## src/rtl/fib_seq_gen.sv

```systemverilog
// Streaming Fibonacci-style sequence generator: F0=a, F1=b, Fk=F(k-1)+F(k-2) up to index n,
// one term per valid/ready transfer, with last/done markers and a sticky overflow flag.
module fib_seq_gen #(
  parameter int unsigned WIDTH = 32,
  parameter int unsigned N_W   = 8
) (
  input  logic             clk,
  input  logic             rst_n,
  input  logic             start,
  input  logic [WIDTH-1:0] a,
  input  logic [WIDTH-1:0] b,
  input  logic [N_W-1:0]   n,
  output logic [WIDTH-1:0] out,
  output logic             out_valid,
  input  logic             out_ready,
  output logic             out_last,
  output logic             busy,
  output logic             done,
  output logic             overflow
);

  localparam int unsigned SUM_W = WIDTH + 1;

  typedef enum logic [1:0] {
    IDLE = 2'd0,
    RUN  = 2'd1,
    DONE = 2'd2
  } state_t;

  state_t           state;
  state_t           state_nxt;
  logic [WIDTH-1:0] nxt;
  logic             nxt_carry;
  logic [N_W-1:0]   idx;
  logic [N_W-1:0]   n_q;
  logic             xfer_c;
  logic             at_last_c;
  logic [SUM_W-1:0] sum_c;

  assign xfer_c    = out_valid && out_ready;
  assign at_last_c = (idx == n_q);
  assign sum_c     = SUM_W'(out) + SUM_W'(nxt);
  assign out_last  = out_valid && at_last_c;

  // State register
  always_ff @(posedge clk) begin
    if (!rst_n) state <= IDLE;
    else        state <= state_nxt;
  end

  // Next-state logic
  always_comb begin
    state_nxt = state;
    case (state)
      IDLE:    if (start) state_nxt = RUN;
      RUN:     if (xfer_c && at_last_c) state_nxt = DONE;
      DONE:    state_nxt = IDLE;
      default: state_nxt = IDLE;
    endcase
  end

  // Datapath and registered outputs; the carry rides with nxt so only presented terms flag overflow
  always_ff @(posedge clk) begin
    if (!rst_n) begin
      out       <= '0;
      out_valid <= 1'b0;
      busy      <= 1'b0;
      done      <= 1'b0;
      overflow  <= 1'b0;
      nxt       <= '0;
      nxt_carry <= 1'b0;
      idx       <= '0;
      n_q       <= '0;
    end else begin
      done <= 1'b0;
      case (state)
        IDLE: begin
          if (start) begin
            n_q       <= n;
            out       <= a;
            nxt       <= b;
            nxt_carry <= 1'b0;
            idx       <= '0;
            overflow  <= 1'b0;
            out_valid <= 1'b1;
            busy      <= 1'b1;
          end
        end
        RUN: begin
          if (xfer_c) begin
            if (at_last_c) begin
              out_valid <= 1'b0;
              busy      <= 1'b0;
              done      <= 1'b1;
            end else begin
              out       <= nxt;
              nxt       <= sum_c[WIDTH-1:0];
              nxt_carry <= sum_c[WIDTH];
              overflow  <= overflow | nxt_carry;
              idx       <= idx + N_W'(1);
            end
          end
        end
        default: ;
      endcase
    end
  end

endmodule

```

## config.mk

```make
export PLATFORM = sky130hd
export DESIGN_NAME = fib_seq_gen
export DESIGN_NICKNAME = d
export VERILOG_FILES = /design/src/rtl/fib_seq_gen.sv
export SDC_FILE = /design/constraint.sdc
export NUM_CORES = 1
export LEC_CHECK = 0
export CAP_MARGIN = 20
export CORE_AREA = 2 2 86 171
export CTS_BUF_LIST = sky130_fd_sc_hd__clkbuf_4 sky130_fd_sc_hd__clkbuf_8
export CTS_CLUSTER_SIZE = 24
export DETAILED_ROUTE_END_ITERATION = 6
export DIE_AREA = 0 0 88 173
export PLACE_DENSITY = 0.66
export SYNTH_ARGS = -nofsm -noshare
export SYNTH_HDL_FRONTEND = slang
export SYNTH_SLANG_ARGS = --single-unit
export TNS_END_PERCENT = 50
```

## constraint.sdc

```tcl
create_clock -name clk -period 2.4 [get_ports clk]
set_input_delay 0.36 -clock clk [delete_from_list [all_inputs] [get_ports clk]]
set_output_delay 0.36 -clock clk [all_outputs]
set_load 0.005 [all_outputs]
```

==> results of run 1 <==
[per-layer routing]
layer  global-route usage  part of all wire  up-vias
li1                     -                 -     2881
met2                0.490              0.57      132
met4                0.112             0.037        0
met3               0.0243             0.027       42
met1                0.260              0.36     2780
met5                    0                 0        -
[final cells by class]
| class | instances | area [sq um] | share of cell area |
|---|---|---|---|
| Tap cell | 189 | 236 | 0.0309 |
| Multi-Input combinational cell | 560 | 3670 | 0.480 |
| Sequential cell | 86 | 1730 | 0.227 |
| Timing Repair Buffer | 195 | 1780 | 0.233 |
| Clock inverter | 7 | 62.6 | 0.00819 |
| Inverter | 10 | 37.5 | 0.00491 |
| Clock buffer | 9 | 124 | 0.0162 |
[critical path, delay by kind of cell (launching register included)]
family          cells  cell delay, ns
simple gates        3            0.54
fa+ha+maj           1            0.43
buf+inv             2            0.26
flops               1            0.35
compound gates      3            0.70
[final timing paths]
kind	startpoint	endpoint	slack, ns	cells after the start
worst min register to register	n_q[7]	n_q[7]	0.48	2
worst max register to register	out[19]	nxt[30]	-0.02	9
worst min-delay path	n_q[7]	n_q[7]	0.48	2
worst max-delay path	out[19]	nxt[30]	-0.02	9
[metrics by stage]
stage                     cell area (sq um)  hold WS, ns  cells  setup TNS, ns  worst slack, ns
after floorplan                        5490        0.449    700              0           0.0599
after global placement                 7290        0.457   1035         -0.190          -0.0775
after detailed placement               7290        0.466   1035         -0.436           -0.162
after CTS                              7560        0.480   1054        -0.0361          -0.0361
after global routing                   7640        0.508   1056         -0.426           -0.107
final                                  7640        0.477   1056        -0.0185          -0.0185
[cell families after synthesis]
kind of cell,synth area share
fa+ha+maj,0.0789
simple gates,0.206
flops,0.314
compound gates,0.299
buf+inv,0.0422
mux,0.00547
xor+xnor,0.0543
[state kept, by name (all words and copies together), names as in the netlist]
signal,flops
nxt,32
out,32
idx,8
n_q,8
state,2
busy,1
done,1
nxt_carry,1
overflow,1
[where the power goes]
part           internal (W)  total (W)  switching [W]
Sequential          0.00153    0.00163      0.0000972
Combinational      0.000653    0.00130       0.000649
Clock              0.000405    0.00104       0.000631
[Yosys cell counts, drive strengths merged, types with 10 or more instances]
master  number
a22oi       23
ha          33
nand4       14
nand2      127
o21ai       28
and3        18
a311oi      25
xnor2       18
dfxtp       86
buf         17
a21o        15
xor2        16
nor2        58
a21oi       73
o211ai      10
clkbuf      27
[what timing repair did]
item                                    CTS  global route
resized for setup                        17            15
endpoints found under the setup margin   10            13
gates cloned                              0             0
hold endpoints to repair                  0             0
setup buffers                             3             2
hold buffers                              0             0
pin swaps                                15             6
[layout by cell type, fill, tap and decap left out, drive strengths merged, types with 3 or more instances in the layout]
cell and instances:
a311oi 25, o22ai 3, buf 83, inv 16
xor2 16, a31oi 9, clkdlybuf4s50 112, a21oi 73
clkbuf 9, nand2 127, dfxtp 86, a21o 15
a221oi 4, ha 33, or3 4, o21bai 4
o21ai 28, mux2i 3, nand3 8, and3 18
nand4 14, nor3 9, a22oi 23, xnor2 18
a211oi 7, nand2b 5, and2 4, nor2 58
o21a 7, o211ai 10
==> results.json, run 1 <==
{
  "area_delta_synth_final_pct": 39.3,
  "initial_core_util": 0.397,
  "clock_path_buffers": 2,
  "synth_top_area_share": 0.314,
  "synthTopCellsByArea": "dfxtp_1 (31%), nand2_1 (8.6%), ha_1 (7.5%)",
  "drt-pass1-iter-count": 6,
  "synth_edf_count": 0,
  "critPathMaxFanout": 7,
  "syn_nets": 810,
  "relSlewSlack": 0.645,
  "numCtsBuffers": 9,
  "route.detailed.drc": 0,
  "ys.flop_type": "dfxtp_1",
  "grt_max_degree": 43,
  "hold_viol": 0,
  "utilization": 0.553,
  "final_layout_size_suffix_gt1_frac": 0.172,
  "grt_pass1_vias": 5949,
  "tightest_slew_ns": 0.533,
  "yosys.area.top_type": "dfxtp_1",
  "die_h_um": 173,
  "viasPerCell": 5.53,
  "rsz0062_at_grt": "yes",
  "netlist_area_sq_um": 5490,
  "dieArea_sq_um": 15200,
  "synth_cell_types": 73,
  "drt-total-wl_um": 19100,
  "die_w_um": 88,
  "min_path_type": "flip-flop to flip-flop",
  "yosys_warnings": 0,
  "num_antenna_cells": 0,
  "crit_type": "flip-flop to flip-flop",
  "rows": 61,
  "path_cells": "ha_2 > nand4_1 > nor2_2 > nand4_1 > o211ai_2 > a211oi_2 > buf_4 > buf_4 > a311o_1",
  "finalSetupViolations": 1,
  "nNetsFinal": 972,
  "dp.final_hpwl_um": 14800,
  "p_leak_nw": 3.15,
  "status": "complete, but fails checks",
  "timing.final.crit_share": 1.01,
  "slew_violations": 0,
  "endpoint_kind": "flip-flop",
  "worstPathArrival_ns": 2.68,
  "wire_per_inst_um": 18.1,
  "yosysSeqAreaShare": 0.314,
  "final_antenna_net_count": 0,
  "final.min_clock_period_ns": 2.42,
  "failed_checks": "setup timing",
  "ios": 113,
  "drtIter0Drc": 340,
  "port-buffer-count": 112,
  "via_count": 5835,
  "cts_tree": "built",
  "setup_slack_ns": -0.0185,
  "fin_skew_ns": 0.0144,
  "place.gp.congestion": 0.916,
  "maxCapViolations": 0,
  "core_sq_um": 13800,
  "clkSlewWorstSetupHoldPaths_ns": 0.11,
  "power_density_nw_per_um2": 520,
  "syn_avg_cell_area_sq_um": 7.84,
  "synthCells": 700,
  "grt_usage": 0.253,
  "vdd_drop_max_mv": 0.343,
  "max_stage_delay_ns": 0.43,
  "setup.worst_path.start_class": "flip-flop",
  "cts-root-buf": "clkbuf_8",
  "total_power_w": 0.00397,
  "fmax_mhz": 413,
  "cp.required_ns": 2.66,
  "grt_overflow": 0,
  "crit_slowest_cell": "ha_2",
  "ys_async_sr_fraction": 0,
  "ys_ff_latch": 86,
  "cts_max_level": 3,
  "clock_latency_ns": 0.37,
  "final.fill_count": 1344,
  "cts_sinks": 86,
  "antenna_found_initial": 0,
  "grt_pass1_wl_um": 30000
}
(Power assumes the default switching activity.)
==> run 2, diff against run 1 <==
- CAP_MARGIN: 20 -> unset
==> results of run 2 <==
Final layout, timing and power as in run 1 (identical DEF).
==> run 3, diff against run 2 <==
- REMOVE_ABC_BUFFERS: unset -> 1
==> run 3 against run 2 <==
Net effect: the run still ends with setup timing left; first-iteration DRC count decreased by 33%; die area unchanged; utilization increased by 0.72 points; wire length increased by 1.9%; global-route usage increased by 0.27 points; clock power increased by 9.6%; critical path depth increased by 3; combinational power about the same; worst setup slack got worse by 0.13 ns; sequential share of layout area decreased by 0.36 points; register-to-register slack got worse by 0.13 ns; critical endpoint is now nxt[24]; largest cell class unchanged; highest routed layer unchanged.
==> results.json, run 3 (synthesized netlist as in run 1, its figures left out) <==
{
  "status": "complete, but fails checks",
  "failed_checks": "setup timing",
  "grt_overflow": 0,
  "num_antenna_cells": 0,
  "cts_max_level": 3,
  "r2r-start": "out[0]",
  "grt_pass1_vias": 6228,
  "timing.hold.ws_ns": 0.481,
  "dp.final_hpwl_um": 14900,
  "fmax_mhz": 393,
  "area_delta_synth_final_pct": 41.1,
  "relSlewSlack": 0.627,
  "timing.final.crit_share": 1.06,
  "setup_slack_ns": -0.144,
  "grt_usage": 0.256,
  "die_w_um": 88,
  "r2r_slack_ns": -0.14,
  "cp.required_ns": 2.66,
  "critPathMaxFanout": 4,
  "power_density_nw_per_um2": 528,
  "cts_sinks": 86,
  "worstHoldStart": "n_q[6]",
  "rows": 61,
  "drtIter0Drc": 228,
  "final_antenna_net_count": 0,
  "r2r_cells": 12,
  "nNetsFinal": 977,
  "cts-root-buf": "clkbuf_8",
  "fin_skew_ns": 0.0127,
  "hold_viol": 0,
  "r2r_end": "nxt[24]",
  "initial_core_util": 0.397,
  "holdBufCountCts": 0,
  "clock_latency_ns": 0.38,
  "ios": 113,
  "place.gp.congestion": 0.859,
  "cts_tree": "built",
  "grt_pass1_wl_um": 30500,
  "vdd_drop_max_mv": 0.312,
  "min_path_type": "flip-flop to flip-flop",
  "viasPerCell": 5.68,
  "via_count": 6025,
  "port-buffer-count": 112,
  "multi_input_area_sq_um": 3700,
  "final.min_clock_period_ns": 2.54,
  "final_layout_size_suffix_gt1_frac": 0.181,
  "layout_common_cells": "nand2_1 (125), clkdlybuf4s50_1 (112), buf_4 (82)",
  "final.fill_count": 1349,
  "reg.largest.list": "nxt x32, out x32",
  "maxCapViolations": 0,
  "clock_path_buffers": 2,
  "regArea_sq_um": 1730,
  "clkSlewWorstSetupHoldPaths_ns": 0.11,
  "endpoint_kind": "flip-flop",
  "grt_max_degree": 46,
  "core_sq_um": 13800,
  "worstPathArrival_ns": 2.81,
  "setup.worst_path.start_class": "flip-flop",
  "total_power_w": 0.00409,
  "hold_depth": 2,
  "stdcell_count": 1061,
  "dpl_worst_slack_ns": -0.307,
  "antenna_found_initial": 0,
  "hold_end": "n_q[6]",
  "route.detailed.drc": 0,
  "layout_commonest_cell": "nand2_1",
  "wire_per_inst_um": 18.3,
  "finalSetupViolations": 5,
  "dieArea_sq_um": 15200,
  "p_leak_nw": 3.20,
  "die_h_um": 173,
  "crit_type": "flip-flop to flip-flop",
  "tightest_slew_ns": 0.560,
  "drt-total-wl_um": 19400,
  "drt-pass1-iter-count": 7,
  "numCtsBuffers": 9,
  "rsz0062_at_grt": "yes",
  "slew_violations": 0,
  "dpl.cell_count": 1039
}
## run 3: cell count changes in the layout (fill, tap and decap cells not counted), moves of 3 or more
cell | before | now
a21oi_1 | 67 | 63
dfxtp_2 | 9 | 5
ha_2 | 2 | 6
dfxtp_1 | 77 | 81
ha_4 | 6 | 3
a21oi_2 | 6 | 9
buf_6 | 0 | 3
## run 3: worst max-delay path, cell delays in order, from the launching register on
cell and delay [ns]:
dfxtp_2 0.35, ha_4 0.16, fa_2 0.37, a211oi_2 0.18
buf_4 0.15, o211ai_1 0.13, buf_4 0.18, a21oi_4 0.15
o21ai_4 0.12, buf_4 0.15, a21boi_2 0.17, nor3_1 0.06
a221o_1 0.25
## run 3: power breakdown
group / switching (W) / total (W) / internal, W
clock: 0.000635 / 0.00114 / 0.000508
sequential: 0.0000931 / 0.00163 / 0.00153
combinational: 0.000664 / 0.00132 / 0.000652
## run 3: stage by stage
step,utilization,instance area (sq um),setup TNS [ns]
floorplan,-,5290,-33.22
global placement,0.529,7310,-0.923
detailed placement,0.529,7310,-1.38
CTS,0.550,7600,-0.335
global route,0.560,7740,-1.31
finish,0.560,7740,-0.385
## run 3: cell type report
class | count | share of cell area
clock inverter | 7 | 0.0112
sequential | 86 | 0.223
multi-input combinational | 560 | 0.478
tap | 189 | 0.0305
clock buffer | 9 | 0.0160
inverter | 10 | 0.00485
timing repair buffer | 200 | 0.236
## run 3: worst max path at each step
stage / start / to / slack, ns / cells after the start
2_1_floorplan: state[0] / nxt[24] / -0.76 / 7
3_3_place_gp: out[0] / nxt[30] / -0.26 / 10
3_5_place_dp: out[0] / nxt[30] / -0.31 / 10
4_1_cts: nxt[0] / nxt[30] / -0.10 / 10
5_1_grt: nxt[0] / nxt[28] / -0.23 / 11
6_report: out[0] / nxt[24] / -0.14 / 12
## run 3: layer usage
layer  share of wire  wire length [um]  global-route usage
met3           0.038               737              0.0329
met2            0.57             11100               0.494
met1            0.35              6730               0.252
met4           0.045               879               0.128
met5               0                 0                   0
## run 3: timing repair
action	CTS	global route
resized for setup	14	27
setup endpoints to repair	12	19
pin swaps	13	8
buffers inserted	2	4
